--- config.mk ---
export PLATFORM = sky130hd
export DESIGN_NAME = forwarding_hazard_unit_n
export DESIGN_NICKNAME = d
export VERILOG_FILES = /design/src/rtl/forwarding_hazard_unit_n.sv
export SDC_FILE = /design/constraint.sdc
export NUM_CORES = 1
export LEC_CHECK = 0
export CORE_MARGIN = 3
export CORE_UTILIZATION = 30
export CTS_CLUSTER_DIAMETER = 200
export DETAILED_ROUTE_END_ITERATION = 12
export GPL_ROUTABILITY_DRIVEN = 0
export PLACE_DENSITY = 0.6
export SYNTH_ARGS = -nofsm -noshare
export SYNTH_HDL_FRONTEND = slang
export SYNTH_SLANG_ARGS = --single-unit
--- constraint.sdc ---
create_clock -name clk -period 4 [get_ports clk]
set_input_delay 1 -clock clk [delete_from_list [all_inputs] [get_ports clk]]
set_output_delay 1 -clock clk [all_outputs]
set_load 0.01 [all_outputs]
--- src/rtl/forwarding_hazard_unit_n.sv ---
// EX-stage operand forwarding and hazard detection for the MIPS pipeline.
// Tracks one in-flight multi-cycle mult/div and stalls its dependents until the result is ready.
module forwarding_hazard_unit_n #(
  parameter int unsigned NUM_SRC    = 2,
  parameter int unsigned NUM_STAGES = 2,
  parameter int unsigned REG_AW     = 5,
  parameter int unsigned MD_LAT     = 4,
  parameter int unsigned SEL_W      = $clog2(NUM_STAGES + 2)
) (
  input  logic                           clk,
  input  logic                           reset,
  input  logic [NUM_SRC*REG_AW-1:0]      ex_src,
  input  logic [NUM_SRC-1:0]             ex_src_used,
  input  logic [NUM_STAGES*REG_AW-1:0]   stg_rd,
  input  logic [NUM_STAGES-1:0]          stg_reg_write,
  input  logic [NUM_STAGES-1:0]          stg_mem_read,
  input  logic                           md_start,
  input  logic [REG_AW-1:0]              md_rd,
  input  logic                           md_kill,
  output logic [NUM_SRC*SEL_W-1:0]       fwd_sel,
  output logic                           stall,
  output logic                           md_busy,
  output logic                           md_done
);

  localparam int unsigned CNT_W = $clog2(MD_LAT);
  localparam logic [CNT_W-1:0] CNT_INIT = CNT_W'(MD_LAT - 2);
  localparam logic [SEL_W-1:0] SEL_MD   = SEL_W'(NUM_STAGES + 1);

  typedef enum logic [1:0] {
    MD_IDLE = 2'd0,
    MD_BUSY = 2'd1,
    MD_DONE = 2'd2
  } md_state_e;

  md_state_e         state_q, state_d;
  logic [CNT_W-1:0]  cnt_q, cnt_d;
  logic [REG_AW-1:0] md_rd_q, md_rd_d;

  logic [REG_AW-1:0] src_v;
  logic [SEL_W-1:0]  sel_v;
  logic              hit_v;
  logic              ld_v;
  logic              load_use;
  logic              md_dep;

  assign md_busy = (state_q == MD_BUSY);
  assign md_done = (state_q == MD_DONE);

  // Per-operand forwarding select; the first (youngest) matching stage wins.
  always_comb begin
    fwd_sel  = '0;
    src_v    = '0;
    sel_v    = '0;
    hit_v    = 1'b0;
    ld_v     = 1'b0;
    load_use = 1'b0;
    md_dep   = 1'b0;
    for (int i = 0; i < int'(NUM_SRC); i++) begin
      src_v = ex_src[i*REG_AW +: REG_AW];
      sel_v = '0;
      hit_v = 1'b0;
      ld_v  = 1'b0;
      if (ex_src_used[i] && (src_v != '0)) begin
        for (int k = 0; k < int'(NUM_STAGES); k++) begin
          if (!hit_v && stg_reg_write[k] && (stg_rd[k*REG_AW +: REG_AW] == src_v)) begin
            hit_v = 1'b1;
            sel_v = SEL_W'(k + 1);
            ld_v  = stg_mem_read[k];
          end
        end
        if (!hit_v && md_done && (md_rd_q == src_v)) begin
          sel_v = SEL_MD;
        end
        if (ld_v) begin
          load_use = 1'b1;
        end
        if (md_busy && (md_rd_q == src_v)) begin
          md_dep = 1'b1;
        end
      end
      fwd_sel[i*SEL_W +: SEL_W] = sel_v;
    end
    stall = load_use | md_dep | (md_start & md_busy);
  end

  // Mult/div tracker; a start during BUSY is refused and only raises stall.
  always_comb begin
    state_d = state_q;
    cnt_d   = cnt_q;
    md_rd_d = md_rd_q;
    case (state_q)
      MD_IDLE, MD_DONE: begin
        state_d = MD_IDLE;
        if (md_start && !stall) begin
          state_d = MD_BUSY;
          cnt_d   = CNT_INIT;
          md_rd_d = md_rd;
        end
      end
      MD_BUSY: begin
        if (cnt_q == '0) begin
          state_d = MD_DONE;
        end else begin
          cnt_d = cnt_q - CNT_W'(1);
        end
      end
      default: state_d = MD_IDLE;
    endcase
    if (md_kill) begin
      state_d = MD_IDLE;
      cnt_d   = '0;
    end
  end

  always_ff @(posedge clk or posedge reset) begin
    if (reset) begin
      state_q <= MD_IDLE;
      cnt_q   <= '0;
      md_rd_q <= '0;
    end else begin
      state_q <= state_d;
      cnt_q   <= cnt_d;
      md_rd_q <= md_rd_d;
    end
  end

endmodule

### Word level (Yosys, flattened, before mapping)

Index checks and enable logic that the tools add are counted.

| word-level totals | value |
|---|---|
| bits in registers | 9 |
| bits in latches | 0 |
| RAM bits | 0 |
| ROM bits | 0 |
| input bits | 35 |
| output and inout port bits | 7 |
| word-level logic and storage cells | 84 |
| memories kept | 0 |

| operators by class | value |
|---|---|
| $add $sub $neg | 1 |
| multipliers | 0 |
| div/mod/pow operators | 0 |
| magnitude comparators | 0 |
| equal/unequal tests | 11 |
| shifts and indexed selects | 0 |
| muxes and demuxes | 38 |
| bitwise logic cells | 3 |
| reduce and logical (&&, ||, !) cells | 28 |

Operator list:

| cell | number |
|---|---|
| 5-bit == test | 6 |
| 1-bit two-way mux | 25 |
| 2-bit two-way mux | 11 |
| 1-bit logical AND | 15 |
| 5-bit nonzero test | 2 |
| 2-bit one-hot mux with 2 select lines | 2 |
| 3-bit inequality test, second input constant | 2 |
| 1-bit logical NOT | 5 |
| 2-bit logical NOT | 2 |
| 3-bit by 2-bit inequality test with 1-bit output, second input constant | 1 |
| 3-bit AND reduction | 1 |
| 3-bit nonzero test | 1 |
| 2-bit by 1-bit == test with 1-bit output, second input constant | 1 |
| 2-bit == test, second input constant | 1 |
| 1-bit OR | 2 |
| 2-bit AND reduction | 1 |
| 2-bit OR reduction | 1 |
| 2-bit by 1-bit subtractor with 2-bit output, second input constant | 1 |
| 1-bit AND | 1 |

### Depth between registers and ports, before layout

| logic depth | value |
|---|---|
| word-level depth | 20 |
| depth in mapped cells | 7 |
| depth with buffers taken out | 6 |

### Least setup slack after synthesis

OpenSTA, ideal clock, no wires.

| timing | value |
|---|---|
| path type | input-to-output |
| start point | input ex_src[4] |
| end point | output stall |
| data arrival time | 2.196 ns |
| slack | 0.804 ns |
| cell stages on the path | 5 |
| cells stage by stage | or4_1 o21ai_2 nor2_1 a22oi_1 o2111ai_1 |

| on the way | value |
|---|---|
| longest elaborated chain between the ends | 15 |

Ends and longest elaborated chain:

| item | RTL line | source |
|---|---|---|
| start, declared | 12 | `input logic [NUM_SRC*REG_AW-1:0] ex_src,` |
| 5-bit == test | 66 | `if (!hit_v && stg_reg_write[k] && (stg_rd[k*REG_AW +: REG_AW] == src_v)) begin` |
| 1-bit logical AND | 66 |  |
| 1-bit two-way mux | 66 |  |
| 1-bit two-way mux | 64 | `if (ex_src_used[i] && (src_v != '0)) begin` |
| 1-bit logical NOT | 66 |  |
| 1-bit logical AND (2 in series) | 66 |  |
| 1-bit two-way mux | 66 |  |
| 1-bit two-way mux | 64 |  |
| 1-bit two-way mux | 75 | `if (ld_v) begin` |
| 1-bit two-way mux | 64 |  |
| 1-bit two-way mux | 75 |  |
| 1-bit two-way mux | 64 |  |
| 1-bit OR (*) (2 in series) | 84 | `stall = load_use \| md_dep \| (md_start & md_busy);` |
| end, declared | 21 | `output logic stall,` |

Every way passes the cells marked *; elsewhere a longest branch is shown, timed or not. The select of a mux whose other input is x is not followed.

### Worst setup path after layout

| timing | value |
|---|---|
| start point | input ex_src[0] |
| end point | output stall |

Same word-level chain as after synthesis.

==> impl_metrics.tcl <==
set metrics [dict create \
    power.density_nw_per_um2 208.1 \
    synthFlopType "dfrtp_1" \
    seq_area_um2 225.2 \
    syn_to_final_growth_pct 77.85 \
    synth-async-reset-ratio 1.000 \
    antenna_found_initial 0 \
    synth_fp_nets 139 \
    start_util 0.3255 \
    grt_max_degree 10 \
    nFillCells 263 \
    firstDrtPassIters 4 \
    vias 1035 \
    finalCritPeriodShare 0.9849 \
    syn_area_um2 920.9 \
    ant_nets 0 \
    cts_tree "built" \
    dp_hpwl_um 2361 \
    fp.dieW_um 61.41 \
    fin_cells 208 \
    ys_ff_latch 9 \
    yosys_warnings 0 \
    synth_edf_count 0 \
    finClkSkew_ps 1.691 \
    port_buffers 41 \
    htree_levels 1 \
    avgSynthCellArea_um2 8.941 \
    netlist-cell-type-count 30 \
    drcViolationCount 0 \
    synthTopCellsByArea "dfrtp_1 (24%), xor2_1 (15%), xnor2_1 (13%)" \
    finalSetupViolations 0 \
    hold_class "reg -> reg" \
    drive_gt1_frac 0.2768 \
    cts_buffer_depth 2 \
    dieHeight_um 61.41 \
    track_usage 0.1774 \
    status "complete, no violations" \
    grt_pass1_vias 1101 \
    dpl.cell_count 200 \
    seq_area_frac_synth 0.2446 \
    clk_latency_ps 260 \
    slew_headroom 0.7218 \
    rsz0062_at_grt "yes" \
    layout.nets 214 \
    drt-total-wl_um 2901 \
    fin_util 0.5789 \
    wl_per_cell_um 13.95 \
    synth_area_leader_cell "dfrtp_1" \
    core_um2 2829 \
    dieArea_um2 3771 \
    hold_viol_final 0 \
    overflow 0 \
    p_leak_nw 0.7514 \
    maxCapViolCount 0 \
    worstSetupStartpointType "primary input" \
    holdBufCountCts 0 \
    synthCells 103 \
    peakVddDrop_mv 0.2023 \
    cp-end-kind "output pin" \
    grt_pass1_wl_um 4961 \
    critPathKind "in -> out" \
    cts_sinks 9 \
    critPathMaxFanout 3 \
    required_ps 3000 \
    drt_iter0_markers 49 \
    num_rows 19 \
    finalMaxSlewViolations 0 \
    clockRootBuffer "clkbuf_4" \
    antenna_cells 0 \
    via_per_inst 4.976 \
    fmax_mhz 253.8 \
    multiInputGateArea_um2 691.9 \
    fin_crit_ps 3940 \
    yosys.area.top_type_share 0.2446 \
    cts_buffers 3 \
    path_clk_slew_ps 60 \
    worst_pin_slew_ps 417.3 \
    crit_arrival_ps 2940 \
    pin_count 42 \
]
-- registers in the layout (all words and copies together), names as in the netlist --
signal   flops
state_q      2
md_rd_q      5
cnt_q        2
-- cells in the mapped netlist (all sizes together) (2+ instances only) --
library cell,count
nor3,8
nand2b,2
o21a,2
xor2,16
o21ai,3
or4,4
xnor2,14
mux2,5
a21oi,3
nor2,9
or3,2
nand3,4
nand4,5
inv,6
dfrtp,9
-- repair_timing --
action	4_1_cts	5_1_grt
pin swaps	5	3
buffers inserted	4	0
setup endpoints to repair	5	4
hold endpoints to repair	0	0
gates resized for setup	11	6
-- final cells by class --
type	instances	area share
inverters	6	0.01375
repair buffers	71	0.3866
well taps	31	0.02368
clock buffers	4	0.01604
multi-input cells	87	0.4225
flip-flops and latches	9	0.1375
-- worst max-delay path, stage by stage --
cell	delay [ps]
clkdlybuf4s50_1	460
or4_1	540
o21ai_2	200
nor2_1	70
a22oi_2	220
o2111ai_1	130
dlygate4sd2_1	300
-- layer usage --
layer | up-vias | wire [µm] | global-route usage
met5 | - | 0 | 0
met1 | 491 | 1158 | 0.2066
met3 | 0 | 140 | 0.03983
met2 | 31 | 1602 | 0.3429
met4 | 0 | 0 | 0.01212
li1 | 513 | - | -
-- report_power, final --
group / internal (mW) / switching, mW
logic: 0.0947 / 0.0627
registers: 0.102 / 0.0114
clock network: 0.0384 / 0.0315
total: 0.235 / 0.106
-- worst paths after layout --
kind / start / to / slack, ps / cells past startpoint
worst max-delay path: ex_src[0] / stall / 60 / 7
worst min-delay path: cnt_q[0] / cnt_q[0] / 570 / 2
worst max register to register: state_q[0] / md_rd_q[3] / 2530 / 3
worst min register to register: cnt_q[0] / cnt_q[0] / 570 / 2
max in group asynchronous: reset / md_rd_q[4] / 2730 / 2
min in group asynchronous: reset / cnt_q[0] / 1010 / 2
-- placed cells by master (no fill, tap or decap), types with 2 or more instances in the layout --
master,Yosys,layout
dlygate4sd2_1,0,8
buf_4,0,30
or3_1,2,2
nor2_1,9,9
or4_4,1,2
o21a_1,2,2
xnor2_1,14,14
a21oi_1,3,3
nor3_1,7,4
nand2b_1,2,2
dlymetal6s2s_1,0,3
clkbuf_4,0,3
or4_1,3,2
clkdlybuf4s50_1,0,30
xor2_1,16,16
dfrtp_1,9,9
nand4_1,4,4
o21ai_2,2,2
inv_1,6,6
mux2_4,5,5
nor3_2,1,3
nand3_1,4,4
-- stage by stage --
| stage | power (mW) | setup slack [ps] | TNS (ps) | hold WS, ps | instance area [µm²] |
|---|---|---|---|---|---|
| floorplan | 0.1855 | 803.7 | 0 | 509.2 | 920.9 |
| global placement | 0.2624 | -193.1 | -415.0 | 537.1 | 1554 |
| detailed placement | 0.2662 | -243.5 | -551.1 | 566.0 | 1554 |
| CTS | 0.3418 | 0.8855 | 0 | 575.9 | 1615 |
| global route | 0.3663 | -73.91 | -73.91 | 619.6 | 1638 |
| finish | 0.3408 | 60.33 | 0 | 573.3 | 1638 |
-- logic make-up (layout without fill, tap and decap cells) --
| logic type | Yosys count | in the layout | share of synthesized area |
|---|---|---|---|
| muxes | 5 | 5 | 0.08152 |
| and+or+nand+nor | 39 | 39 | 0.2473 |
| adders and majority gates | 1 | 1 | 0.01358 |
| xor gates and xnor gates | 30 | 30 | 0.2853 |
| AOI/OAI and AO/OA | 12 | 12 | 0.09103 |
| buffers and inverters | 7 | 81 | 0.03668 |
| DFF | 9 | 9 | 0.2446 |
No activity file was read; power rests on OpenSTA's default activity.
